==> src/rtl/transmite_bcd_ascii_n_digitos_pkg.sv <==
// Shared constants for the BCD-to-ASCII serial sender: character codes,
// FSM state codes seen on db_estado, and the digit-to-character mapping.
package transmite_bcd_ascii_n_digitos_pkg;

    localparam logic [7:0] ASCII_ZERO         = 8'h30;
    localparam logic [7:0] ASCII_INTERROGACAO = 8'h3F;
    localparam logic [7:0] ASCII_LF           = 8'h0A;

    localparam logic [3:0] OCIOSO      = 4'd0;
    localparam logic [3:0] REGISTRA    = 4'd1;
    localparam logic [3:0] AVALIA      = 4'd2;
    localparam logic [3:0] TRANSMITE   = 4'd3;
    localparam logic [3:0] ESPERA      = 4'd4;
    localparam logic [3:0] PROXIMO     = 4'd5;
    localparam logic [3:0] TERM        = 4'd6;
    localparam logic [3:0] ESPERA_TERM = 4'd7;
    localparam logic [3:0] FINAL       = 4'd8;

    // Invalid BCD codes (A-F) are shown as '?' rather than as punctuation.
    function automatic logic [7:0] bcd_para_ascii(input logic [3:0] digito);
        if (digito <= 4'd9)
            return ASCII_ZERO | {4'b0000, digito};
        else
            return ASCII_INTERROGACAO;
    endfunction

endpackage

==> src/rtl/transmite_bcd_ascii_n_digitos_tx_serial_8O1.sv <==
// 8O1 serial transmitter: start bit, 8 data bits LSB first, odd parity,
// one stop bit. Pulses pronto for one clock after the stop bit ends.
module tx_serial_8O1 #(
    parameter int FREQ_CLOCK = 50_000_000,
    parameter int BAUD_RATE  = 115200
) (
    input  logic       clock,
    input  logic       reset,
    input  logic       partida,
    input  logic [7:0] dados_ascii,
    output logic       saida_serial,
    output logic       pronto
);

    localparam int CICLOS_BIT = FREQ_CLOCK / BAUD_RATE;
    localparam int W_TICK     = (CICLOS_BIT > 1) ? $clog2(CICLOS_BIT) : 1;
    localparam logic [W_TICK-1:0] TICK_FIM = W_TICK'(CICLOS_BIT - 1);

    logic              r_ativo;
    logic              r_saida;
    logic              r_pronto;
    logic [9:0]        r_dados;
    logic [W_TICK-1:0] r_tick;
    logic [3:0]        r_nbit;

    // NOTE: sequential state is written with non-blocking assignments so every register sees pre-edge values.
    always_ff @(posedge clock or posedge reset) begin
        if (reset) begin
            r_ativo  <= 1'b0;
            r_saida  <= 1'b1;
            r_pronto <= 1'b0;
            r_dados  <= '1;
            r_tick   <= '0;
            r_nbit   <= '0;
        end else begin
            r_pronto <= 1'b0;
            if (!r_ativo) begin
                if (partida) begin
                    r_ativo <= 1'b1;
                    r_saida <= 1'b0;
                    r_dados <= {1'b1, ~^dados_ascii, dados_ascii};
                    r_tick  <= '0;
                    r_nbit  <= '0;
                end
            end else if (r_tick != TICK_FIM) begin
                r_tick <= r_tick + W_TICK'(1);
            end else begin
                r_tick <= '0;
                // Bit 10 is the stop bit; the line is already high when it ends.
                if (r_nbit == 4'd10) begin
                    r_ativo  <= 1'b0;
                    r_pronto <= 1'b1;
                    r_saida  <= 1'b1;
                end else begin
                    r_nbit  <= r_nbit + 4'd1;
                    r_saida <= r_dados[0];
                    r_dados <= {1'b1, r_dados[9:1]};
                end
            end
        end
    end

    assign saida_serial = r_saida;
    assign pronto       = r_pronto;

endmodule

==> src/rtl/transmite_bcd_ascii_n_digitos.sv <==
// Sends an N-digit packed BCD value as ASCII over an 8O1 line, MSD first,
// with optional leading-zero suppression and terminator; one partida/pronto per message.
module transmite_bcd_ascii_n_digitos
    import transmite_bcd_ascii_n_digitos_pkg::*;
#(
    parameter int         N_DIGITOS        = 3,
    parameter int         BAUD_RATE        = 115200,
    parameter int         FREQ_CLOCK       = 50_000_000,
    parameter int         SUPRIME_ZEROS    = 1,
    parameter int         ENVIA_TERMINADOR = 1,
    parameter logic [7:0] TERMINADOR       = ASCII_LF
) (
    input  logic                   clock,
    input  logic                   reset,
    input  logic                   partida,
    input  logic [4*N_DIGITOS-1:0] bcd,
    output logic                   ocupado,
    output logic                   pronto,
    output logic                   saida_serial,
    output logic [3:0]             db_estado
);

    localparam int W_IDX = (N_DIGITOS > 1) ? $clog2(N_DIGITOS) : 1;

    logic [3:0]             r_estado;
    logic [3:0]             w_prox;
    logic [4*N_DIGITOS-1:0] r_bcd;
    logic [W_IDX-1:0]       r_indice;
    logic                   r_suprimindo;
    logic [3:0]             w_digito;
    logic                   w_pula;
    logic                   w_tx_partida;
    logic                   w_tx_pronto;
    logic [7:0]             w_caractere;

    assign w_digito     = 4'(r_bcd >> {r_indice, 2'b00});
    // The last digit is never skipped, so an all-zero value still sends "0".
    assign w_pula       = r_suprimindo && (w_digito == 4'd0) && (r_indice != '0);
    assign w_tx_partida = (r_estado == TRANSMITE) || (r_estado == TERM);
    assign w_caractere  = (r_estado == TERM) ? TERMINADOR : bcd_para_ascii(w_digito);

    always_comb begin
        // NOTE: defaulting the next state first keeps this block free of inferred latches.
        w_prox = r_estado;
        case (r_estado)
            OCIOSO:      if (partida) w_prox = REGISTRA;
            REGISTRA:    w_prox = AVALIA;
            AVALIA:      w_prox = w_pula ? PROXIMO : TRANSMITE;
            TRANSMITE:   w_prox = ESPERA;
            ESPERA:      if (w_tx_pronto) w_prox = PROXIMO;
            PROXIMO: begin
                if (r_indice != '0)
                    w_prox = AVALIA;
                else if (ENVIA_TERMINADOR != 0)
                    w_prox = TERM;
                else
                    w_prox = FINAL;
            end
            TERM:        w_prox = ESPERA_TERM;
            ESPERA_TERM: if (w_tx_pronto) w_prox = FINAL;
            FINAL:       w_prox = OCIOSO;
            default:     w_prox = OCIOSO;
        endcase
    end

    always_ff @(posedge clock or posedge reset) begin
        if (reset) begin
            r_estado     <= OCIOSO;
            r_bcd        <= '0;
            r_indice     <= '0;
            r_suprimindo <= 1'b0;
        end else begin
            r_estado <= w_prox;
            case (r_estado)
                REGISTRA: begin
                    r_bcd        <= bcd;
                    r_indice     <= W_IDX'(N_DIGITOS - 1);
                    r_suprimindo <= (SUPRIME_ZEROS != 0);
                end
                AVALIA:  if (!w_pula) r_suprimindo <= 1'b0;
                PROXIMO: if (r_indice != '0) r_indice <= r_indice - W_IDX'(1);
                default: ;
            endcase
        end
    end

    tx_serial_8O1 #(
        .FREQ_CLOCK (FREQ_CLOCK),
        .BAUD_RATE  (BAUD_RATE)
    ) u_tx (
        .clock        (clock),
        .reset        (reset),
        .partida      (w_tx_partida),
        .dados_ascii  (w_caractere),
        .saida_serial (saida_serial),
        .pronto       (w_tx_pronto)
    );

    assign ocupado   = (r_estado != OCIOSO) && (r_estado != FINAL);
    assign pronto    = (r_estado == FINAL);
    assign db_estado = r_estado;

endmodule

==> config.mk <==
export PLATFORM = sky130hd
export DESIGN_NAME = transmite_bcd_ascii_n_digitos
export DESIGN_NICKNAME = d
export VERILOG_FILES = /design/src/rtl/transmite_bcd_ascii_n_digitos_pkg.sv /design/src/rtl/transmite_bcd_ascii_n_digitos_tx_serial_8O1.sv /design/src/rtl/transmite_bcd_ascii_n_digitos.sv
export SDC_FILE = /design/constraint.sdc
export NUM_CORES = 1
export LEC_CHECK = 0
export BUFFER_PORTS_ARGS = -buffer_cell sky130_fd_sc_hd__clkbuf_2
export CAP_MARGIN = 25
export CORE_ASPECT_RATIO = 1.2
export CORE_MARGIN = 2
export CORE_UTILIZATION = 53
export DETAILED_ROUTE_END_ITERATION = 10
export PLACE_DENSITY = 0.82
export RECOVER_POWER = 50
export SLEW_MARGIN = 5
export SYNTH_ARGS = -nofsm -noshare
export SYNTH_HDL_FRONTEND = slang
export SYNTH_SLANG_ARGS = --single-unit
==> constraint.sdc <==
create_clock -name clock -period 1.55 [get_ports clock]
set_input_delay 0.0775 -clock clock [delete_from_list [all_inputs] [get_ports clock]]
set_output_delay 0.0775 -clock clock [all_outputs]
set_load 0.01 [all_outputs]
# After elaboration in Yosys (flattened, before gate mapping)
# Cells that the tools add are included.
[classes]
add_sub_neg = 3
multipliers = 0
div = 0
n_lt_le_gt_ge = 1
eq_ne = 18
n_shift = 1
n_mux = 34
bitwise = 0
reduce_logical = 17
[ops]
columns = ["op", "count"]
rows = [
  ["2-to-1 mux 10 bit", 4],
  ["2-to-1 mux 4 bit", 8],
  ["one-hot mux 4 bit (8 select lines)", 1],
  ["2-to-1 mux 9 bit", 3],
  ["== test 4 x 3 -> 1 bit (second input constant)", 4],
  ["2-to-1 mux 1 bit", 12],
  ["right shift 12 x 4 -> 4 bit", 1],
  ["!= test 2 bit (second input constant)", 5],
  ["adder 9 x 1 -> 9 bit (second input constant)", 1],
  ["!= test 9 bit (second input constant)", 1],
  ["== test 4 x 2 -> 1 bit (second input constant)", 2],
  ["== test 4 bit (second input constant)", 2],
  ["logical NOT 4 bit", 2],
  ["nonzero test 2 bit", 4],
  ["XNOR reduction 8 bit", 1],
  ["2-to-1 mux 3 bit", 2],
  ["2-to-1 mux 6 bit", 1],
  ["AND reduction 2 bit", 3],
  ["AND reduction 3 bit", 2],
  ["adder 4 x 1 -> 4 bit (second input constant)", 1],
  ["== test 4 x 1 -> 1 bit (second input constant)", 1],
  ["less-or-equal comparator 4 bit (second input constant)", 1],
  ["!= test 2 x 1 -> 1 bit (second input constant)", 2],
  ["!= test 4 bit (second input constant)", 1],
  ["7 further kinds", 9],
]
[word_totals]
ff_bits = 45
latchBits = 0
ram_bits = 0
mem_bits_ro = 0
in_bits = 15
out_inout_bits = 7
elab_cells = 84
memories = 0

# Longest topological paths before layout
# Gate-level depths: netlist of the first run.
[logic_depth]
depth_word = 7
depth_mapped = 8
depth_no_buf = 7

# Modules after synthesis
# Synthesis of the first run repeated with hierarchy kept, for this count alone.
[hier_totals]
hier_cells = 225
hier_area_um2 = 2511.2
[modules_own_cells]
columns = ["mod", "n_inst", "cells_each", "area_each_um2"]
rows = [
  ["tx_serial_8O1", 1, 127, 1433.9],
  ["transmite_bcd_ascii_n_digitos", 1, 98, 1077.3],
]

# Worst setup path before layout of the first run
# Ideal clock, no wire load.
[synth_timing]
kind = "register to register"
startpoint = "reg r_estado[2], in the netlist db_estado[2]"
endpoint = "reg r_bcd[0]"
arrival_time_ns = 1.594
t_required_ns = 1.425
path_slack_ns = -0.169
stages_incl_launch_ff = 5
path_buffers = 2
synth_period_minus_slack_ns = 1.719
path_cell_list = "dfrtp_1 -> clkbuf_1 -> nor3_1 -> buf_2 -> mux2_2"
[synth_between]
elab_chain_cells = 1
[synth_rtl]
columns = ["item", "line_no", "text"]
rows = [
  ["start, declared", "transmite_bcd_ascii_n_digitos.sv:25", "logic [3:0] r_estado;"],
  ["start signal, assigned", "transmite_bcd_ascii_n_digitos.sv:73", "r_estado <= w_prox;"],
  ["== test 4 x 1 -> 1 bit", "transmite_bcd_ascii_n_digitos.sv:74", "case (r_estado)"],
  ["end signal, assigned", "transmite_bcd_ascii_n_digitos.sv:69", "r_bcd <= '0;"],
  ["end signal, assigned", "transmite_bcd_ascii_n_digitos.sv:76", "r_bcd <= bcd;"],
  ["end, declared", "transmite_bcd_ascii_n_digitos.sv:27", "logic [4*N_DIGITOS-1:0] r_bcd;"],
]
# No other way between the ends.
# A chain may end at the register's enable or synchronous reset.

# Worst setup path in the final report of the first run
[layout_timing]
startpoint = "reg u_tx.r_tick[1]"
endpoint = "reg u_tx.r_tick[8]"
[layout_between]
elab_chain_cells = 3
[layout_rtl]
columns = ["item", "line_no", "text"]
rows = [
  ["start, declared", "transmite_bcd_ascii_n_digitos_tx_serial_8O1.sv:23", "logic [W_TICK-1:0] r_tick;"],
  ["start signal, assigned", "transmite_bcd_ascii_n_digitos_tx_serial_8O1.sv:46", "r_tick <= r_tick + W_TICK'(1);"],
  ["adder 9 x 1 -> 9 bit / != test 9 bit (equally long branches)", "transmite_bcd_ascii_n_digitos_tx_serial_8O1.sv:46, transmite_bcd_ascii_n_digitos_tx_serial_8O1.sv:45", ""],
  ["2-to-1 mux 9 bit *", "transmite_bcd_ascii_n_digitos_tx_serial_8O1.sv:45", "end else if (r_tick != TICK_FIM) begin"],
  ["2-to-1 mux 9 bit *", "transmite_bcd_ascii_n_digitos_tx_serial_8O1.sv:37", "if (!r_ativo) begin"],
]
# Mark *: on every way between the ends. The rest lies on a longest branch, timed or not.

==> results of run 1 <==
## cells by family (layout without fill, tap and decap cells)
logic type | count (synthesis) | after routing | synth area share
buf+inv | 24 | 82 | 0.0460
fa+ha+maj | 5 | 5 | 0.0274
flops | 44 | 44 | 0.488
xor+xnor | 3 | 3 | 0.0175
simple gates | 70 | 70 | 0.158
compound gates | 56 | 56 | 0.179
mux | 17 | 17 | 0.0844
## metrics by stage
| stage | hold slack (ns) | setup WS [ns] | TNS (ns) | cell area, µm² |
|---|---|---|---|---|
| floorplan | 0.229 | -0.0813 | -0.946 | 2320 |
| global placement | 0.224 | -0.102 | -0.753 | 2690 |
| detailed placement | 0.236 | -0.149 | -1.57 | 2690 |
| CTS | 0.00116 | -0.175 | -1.71 | 2850 |
| global route | 0.00280 | -0.458 | -7.84 | 2950 |
| finish | 0.00828 | -0.320 | -5.25 | 2950 |
## final timing paths
check | startpoint | endpoint
worst max-delay path | u_tx.r_tick[1] | u_tx.r_tick[8]
worst min-delay path | bcd[4] | r_bcd[4]
worst max register to register | u_tx.r_tick[1] | u_tx.r_tick[8]
worst min register to register | u_tx.r_dados[7] | u_tx.r_dados[7]
max in group asynchronous | reset | r_indice[1]
min in group asynchronous | reset | r_bcd[5]
## sequential cells by signal, indices dropped and copies added, names as in the netlist
register / count
u_tx.r_nbit: 4
u_tx.pronto: 1
u_tx.r_tick: 9
db_estado: 4
r_bcd: 12
r_indice: 2
u_tx.r_ativo: 1
u_tx.saida_serial: 1
u_tx.r_dados: 9
r_suprimindo: 1
## cell type report
cell class | count | share of cell area
Clock buffer | 5 | 0.0233
Sequential cell | 44 | 0.378
Timing Repair Buffer | 61 | 0.150
Inverter | 13 | 0.0165
Multi-Input combinational cell | 151 | 0.394
Clock inverter | 3 | 0.0144
Tap cell | 56 | 0.0237
## power by group
| group | total, mW | switching, mW | internal, mW |
|---|---|---|---|
| clock | 0.883 | 0.406 | 0.477 |
| combinational | 2.42 | 1.09 | 1.33 |
| sequential | 2.04 | 0.340 | 1.69 |
## critical path: stages (launching register included)
cell,delay (ns)
dfrtp_1,0.39
inv_1,0.06
ha_2,0.16
nand4_1,0.19
o41ai_4,0.30
buf_4,0.19
buf_6,0.11
a31oi_1,0.04
o21ai_0,0.16
o21ai_0,0.13
## layout by cell type, fill, tap and decap left out, types with 5 or more instances in the layout
cell	n
o21ai_2	7
dfstp_2	10
nand2b_1	5
nand2_1	21
inv_1	13
clkbuf_2	22
buf_4	30
a21oi_1	5
dfrtp_1	32
o21ai_0	8
buf_6	6
o21ai_1	10
and3_1	7
clkbuf_8	5
nor2_1	11
mux2_2	13
nand2_2	5
## what timing repair did
item | in CTS | in global routing
gates resized for setup | 21 | 26
buffers inserted | 2 | 1
cloned | 1 | 2
endpoints found under the setup margin | 24 | 29
pin swaps | 3 | 3
endpoints found under the hold margin | 34 | 1
hold buffers | 1 | 1
## per-layer routing
layer,up-vias,wire length [µm],track usage,part of all wire
met4,0,79,0.0652,0.016
met5,-,0,0,0
met3,9,167,0.0401,0.033
met1,931,2150,0.273,0.43
met2,43,2610,0.343,0.52
li1,896,-,-,-
==> impl_metrics.toml, run 1 <==
[clock_tree]
cts_sinks = 44
ctsLongestPathBuffers = 2
tritoncts = "built"
clk_latency_ns = 0.29
clk_pin_slew_ns = 0.09
h-tree-depth = 2
root_buffer = "clkbuf_8"
numCtsBuffers = 5

[setup_path]
end_kind = "flip-flop"
worstPathRequired_ns = 1.71
cp-start-kind = "flip-flop"
critical_path_arrival_ns = 2.03
path_class = "flip-flop to flip-flop"
rr_worst_depth = 9
r2r_setup_slack_ns = -0.32
crit_fanout = 5

[floorplanning]
die_h_um = 75.9
initial_utilization = 0.544
rows = 26
dieArea_mm2 = 0.00485
core_region_area_mm2 = 0.00420
die_x_um = 63.9
io_pins = 22

[power_and_ir_drop]
power.total_mw = 5.34
p_leak_nw = 1.38
irDropWorstVdd_mv = 1.12
powerDensity_mw_per_mm2 = 1810

[sta]
worst_slew_pin_slew_ns = 1.08
fin_skew_ns = 0.00466
rsz0062_at_grt = "yes"
period_share = 1.21
hold_viol_final = 0
setup_violations = 27
clock.fmax_ghz = 0.535
final_max_slew_viol_count = 0
period_needed_ns = 1.87
relSlewSlack = 0.280
setup_ws_ns = -0.320

[cells_and_area]
insertedDiodeCount = 0
final_core_util = 0.703
nets = 296
area_growth_pct = 29.3
seq_area_mm2 = 0.00112
multi_input_area_mm2 = 0.00116
final_layout_size_suffix_gt1_frac = 0.448
fin_cells = 333
fillers = 297

[synthesis]
synth.top_cell.area_share = 0.373
async_flop_share = 1.00
avgSynthCellArea_um2 = 10.4
yosysSeqAreaShare = 0.488
synthTopCellsByArea = "dfrtp_1 37%, dfstp_2 12%, mux2_2 6.9%, o21ai_0 5.5%, nand2_1 4.3%"
synth_edf_count = 0
synth.most_common_cell = "dfrtp_1"
synth_area_mm2 = 0.00228
synth_common_cells = "34 x dfrtp_1, 26 x nand2_1, 25 x o21ai_0"
yosys.area.top_type = "dfrtp_1"
syn-num-nets = 239
ys.flop_type = "dfrtp_1"
netlist_instances = 219
yosysUniqueCellTypes = 46
ys.warnings.count = 0
synth_seq_cells = 44

[drt]
wl_um = 5010
drcViolationCount = 0
drt-wirelength-per-cell_um = 15.0
vias = 1879
ant_nets = 0
drtPass1Iterations = 4
drt_iter0_markers = 104
viasPerCell = 5.64

[grt]
gr-total-overflow = 0
antenna_found_initial = 0
grt.total_usage = 0.208
grt_pass1_vias = 1729
grt_max_degree = 45
grt_pass1_wl_um = 8020

[place]
io_buffers = 21
place_congestion = 0.772
dpl.hpwl_um = 3190
dp_cells = 317

[status]
outcome = "finished with violations"
violations = "setup timing"

[run]
cap_violations = 0

[worst_hold_path]
hp-class = "primary input to flip-flop"
hold_depth = 2
Note: power is estimated with default switching activity, not from simulation.
==> inputs of run 2 (changes only) <==
Settings changed: ABC_AREA set to 1.
==> impl_metrics.toml, run 2 <==
[status]
outcome = "finished with violations"
violations = "setup timing"

[cells_and_area]
fin_cells = 398
largestRegisters = "r_bcd x12, u_tx.r_dados x9, u_tx.r_tick x9"
final_common_cell = "nand2_1"
multi_input_area_mm2 = 0.00112
fillers = 334
seq_area_mm2 = 0.00111
area_growth_pct = 28.7
final_layout_size_suffix_gt1_frac = 0.316
largest-register = "r_bcd"
layout_common_cells = "70 x nand2_1, 38 x inv_1, 33 x dfrtp_1"
nets = 361
insertedDiodeCount = 0
largest_reg_flops = 12

[clock_tree]
clk_pin_slew_ns = 0.08
h-tree-depth = 2
root_buffer = "clkbuf_8"
numCtsBuffers = 5
ctsLongestPathBuffers = 2
tritoncts = "built"
clk_latency_ns = 0.30
cts_sinks = 44

[power_and_ir_drop]
irDropWorstVdd_mv = 0.607
p_leak_nw = 1.46
powerDensity_mw_per_mm2 = 638

[setup_path]
crit_path_max_incr_delay_ns = 0.44
cp_common_cell = "nand2_2"
cp-start-kind = "flip-flop"
cp_cell_sequence = "ha_4, nand2_2, nor3_2, nand2_2, nand2_4, nand3_4, buf_8, a21oi_2, o21ai_1"
crit_fanout = 6
end_kind = "flip-flop"
path_class = "flip-flop to flip-flop"
slowest_stage = "dfrtp_1"
critical_path_arrival_ns = 1.81
critPathTopFamily = "simple AND/OR/NAND/NOR gates"
path_buf_inv = 1
worstPathRequired_ns = 1.78

[floorplanning]
io_pins = 22
die_h_um = 76.4
core_region_area_mm2 = 0.00423
initial_utilization = 0.548
die_x_um = 64.3
dieArea_mm2 = 0.00492
rows = 26

[synthesis]
ys.flop_type = "dfrtp_1"
ys.warnings.count = 0
synth.top_cell.area_share = 0.367
synthTopCellsByArea = "dfrtp_1 37%, nand2_1 13%, dfstp_2 11%, inv_1 6.5%, o21ai_0 3.9%"
synth_common_cells = "78 x nand2_1, 40 x inv_1, 34 x dfrtp_1"
yosysSeqAreaShare = 0.481
yosysUniqueCellTypes = 35
synth.most_common_cell = "nand2_1"
synth_seq_cells = 44
netlist_instances = 283
synth_edf_count = 0
synth_area_mm2 = 0.00232
avgSynthCellArea_um2 = 8.18
async_flop_share = 1.00
yosys.area.top_type = "dfrtp_1"
syn-num-nets = 303

[sta]
period_share = 1.02
relSlewSlack = 0.639
worst_slew_pin_slew_ns = 0.542
final_max_slew_viol_count = 0
setup_ws_ns = -0.0344
clock.fmax_ghz = 0.631
fin_skew_ns = 0.00507
hold_viol_final = 0
finalSetupTns_ns = -0.0517
rsz0062_at_grt = "yes"
setup_violations = 3
period_needed_ns = 1.58

[drt]
wl_um = 5370
drcViolationCount = 0
drt-wirelength-per-cell_um = 13.5
ant_nets = 0
vias = 2097
drt_iter0_markers = 94
viasPerCell = 5.27
drtPass1Iterations = 4

[grt]
gr-total-overflow = 0
grt.total_usage = 0.215
grt_pass1_wl_um = 8380
grt_max_degree = 45
antenna_found_initial = 0
grt_pass1_vias = 2048

[worst_hold_path]
hp-class = "primary input to flip-flop"

[place]
dp_cells = 370
io_buffers = 21
dpl.hpwl_um = 3420
place_congestion = 0.887
place_ws_ns = 0.0238

[run]
cap_violations = 0
-- run 2: layout make-up --
type / instances / share of cell area
clock inverter: 1 / 0.00168
timing repair inverter: 1 / 0.00210
tap: 56 / 0.0235
sequential: 44 / 0.374
clock buffer: 7 / 0.0256
timing repair buffer: 55 / 0.140
inverter: 44 / 0.0587
multi-input combinational: 190 / 0.375
-- run 2: worst paths after layout --
| path | start | endpoint | slack (ns) | depth (start not counted) |
|---|---|---|---|---|
| min in group asynchronous | reset | r_indice[1] | 0.47 | 4 |
| max reg2reg | u_tx.r_tick[0] | u_tx.r_dados[5] | -0.03 | 9 |
| min | bcd[10] | r_bcd[10] | 0.01 | 3 |
| max | u_tx.r_tick[0] | u_tx.r_dados[5] | -0.03 | 9 |
| min reg2reg | u_tx.r_dados[2] | u_tx.r_dados[2] | 0.47 | 2 |
| max in group asynchronous | reset | r_indice[0] | 0.69 | 4 |
-- run 2: what timing repair did --
action	4_1_cts	5_1_grt
hold buffers	11	0
hold endpoints to repair	44	0
gates resized for setup	0	45
setup endpoints to repair	0	24
buffers inserted	0	7
-- run 2: worst register-to-register path, delay by kind of cell, from the launching register on --
family	cells	cell delay [ns]
AOI/OAI and AO/OA	2	0.20
adders and majority gates	1	0.16
buffers and inverters	1	0.19
and+or+nand+nor	5	0.52
DFF	1	0.44
-- run 2: cell families after synthesis --
kind of cell / after synthesis / synth area share
compound gates: 47 / 0.117
flops: 44 / 0.481
fa+ha+maj: 5 / 0.0270
buf+inv: 49 / 0.0908
simple gates: 133 / 0.266
xor+xnor: 5 / 0.0189
-- run 2: power breakdown --
| group | internal [mW] | switching, mW | total (mW) |
|---|---|---|---|
| registers | 1.15 | 0 | 1.15 |
| logic | 0.0320 | 0.0309 | 0.0630 |
| clock network | 0.317 | 0.374 | 0.690 |
-- run 2: metrics by stage --
| stage | util | cell area, µm² | hold WS [ns] | power (mW) |
|---|---|---|---|---|
| final | 0.705 | 2980 | 0.0117 | 1.90 |
| after global placement | 0.606 | 2560 | 0.223 | 1.21 |
| after floorplan | - | 2320 | 0.194 | 1.19 |
| after global routing | 0.705 | 2980 | 0.0300 | 1.97 |
| after CTS | 0.651 | 2750 | 0.00384 | 1.93 |
| after detailed placement | 0.606 | 2560 | 0.230 | 1.21 |
-- run 2: layer usage --
metal / wire length [µm] / GRT usage / part of all wire
met3: 203 / 0.0384 / 0.038
met1: 2060 / 0.242 / 0.38
met4: 93 / 0.0809 / 0.017
met2: 3010 / 0.395 / 0.56
met5: 0 / 0 / 0
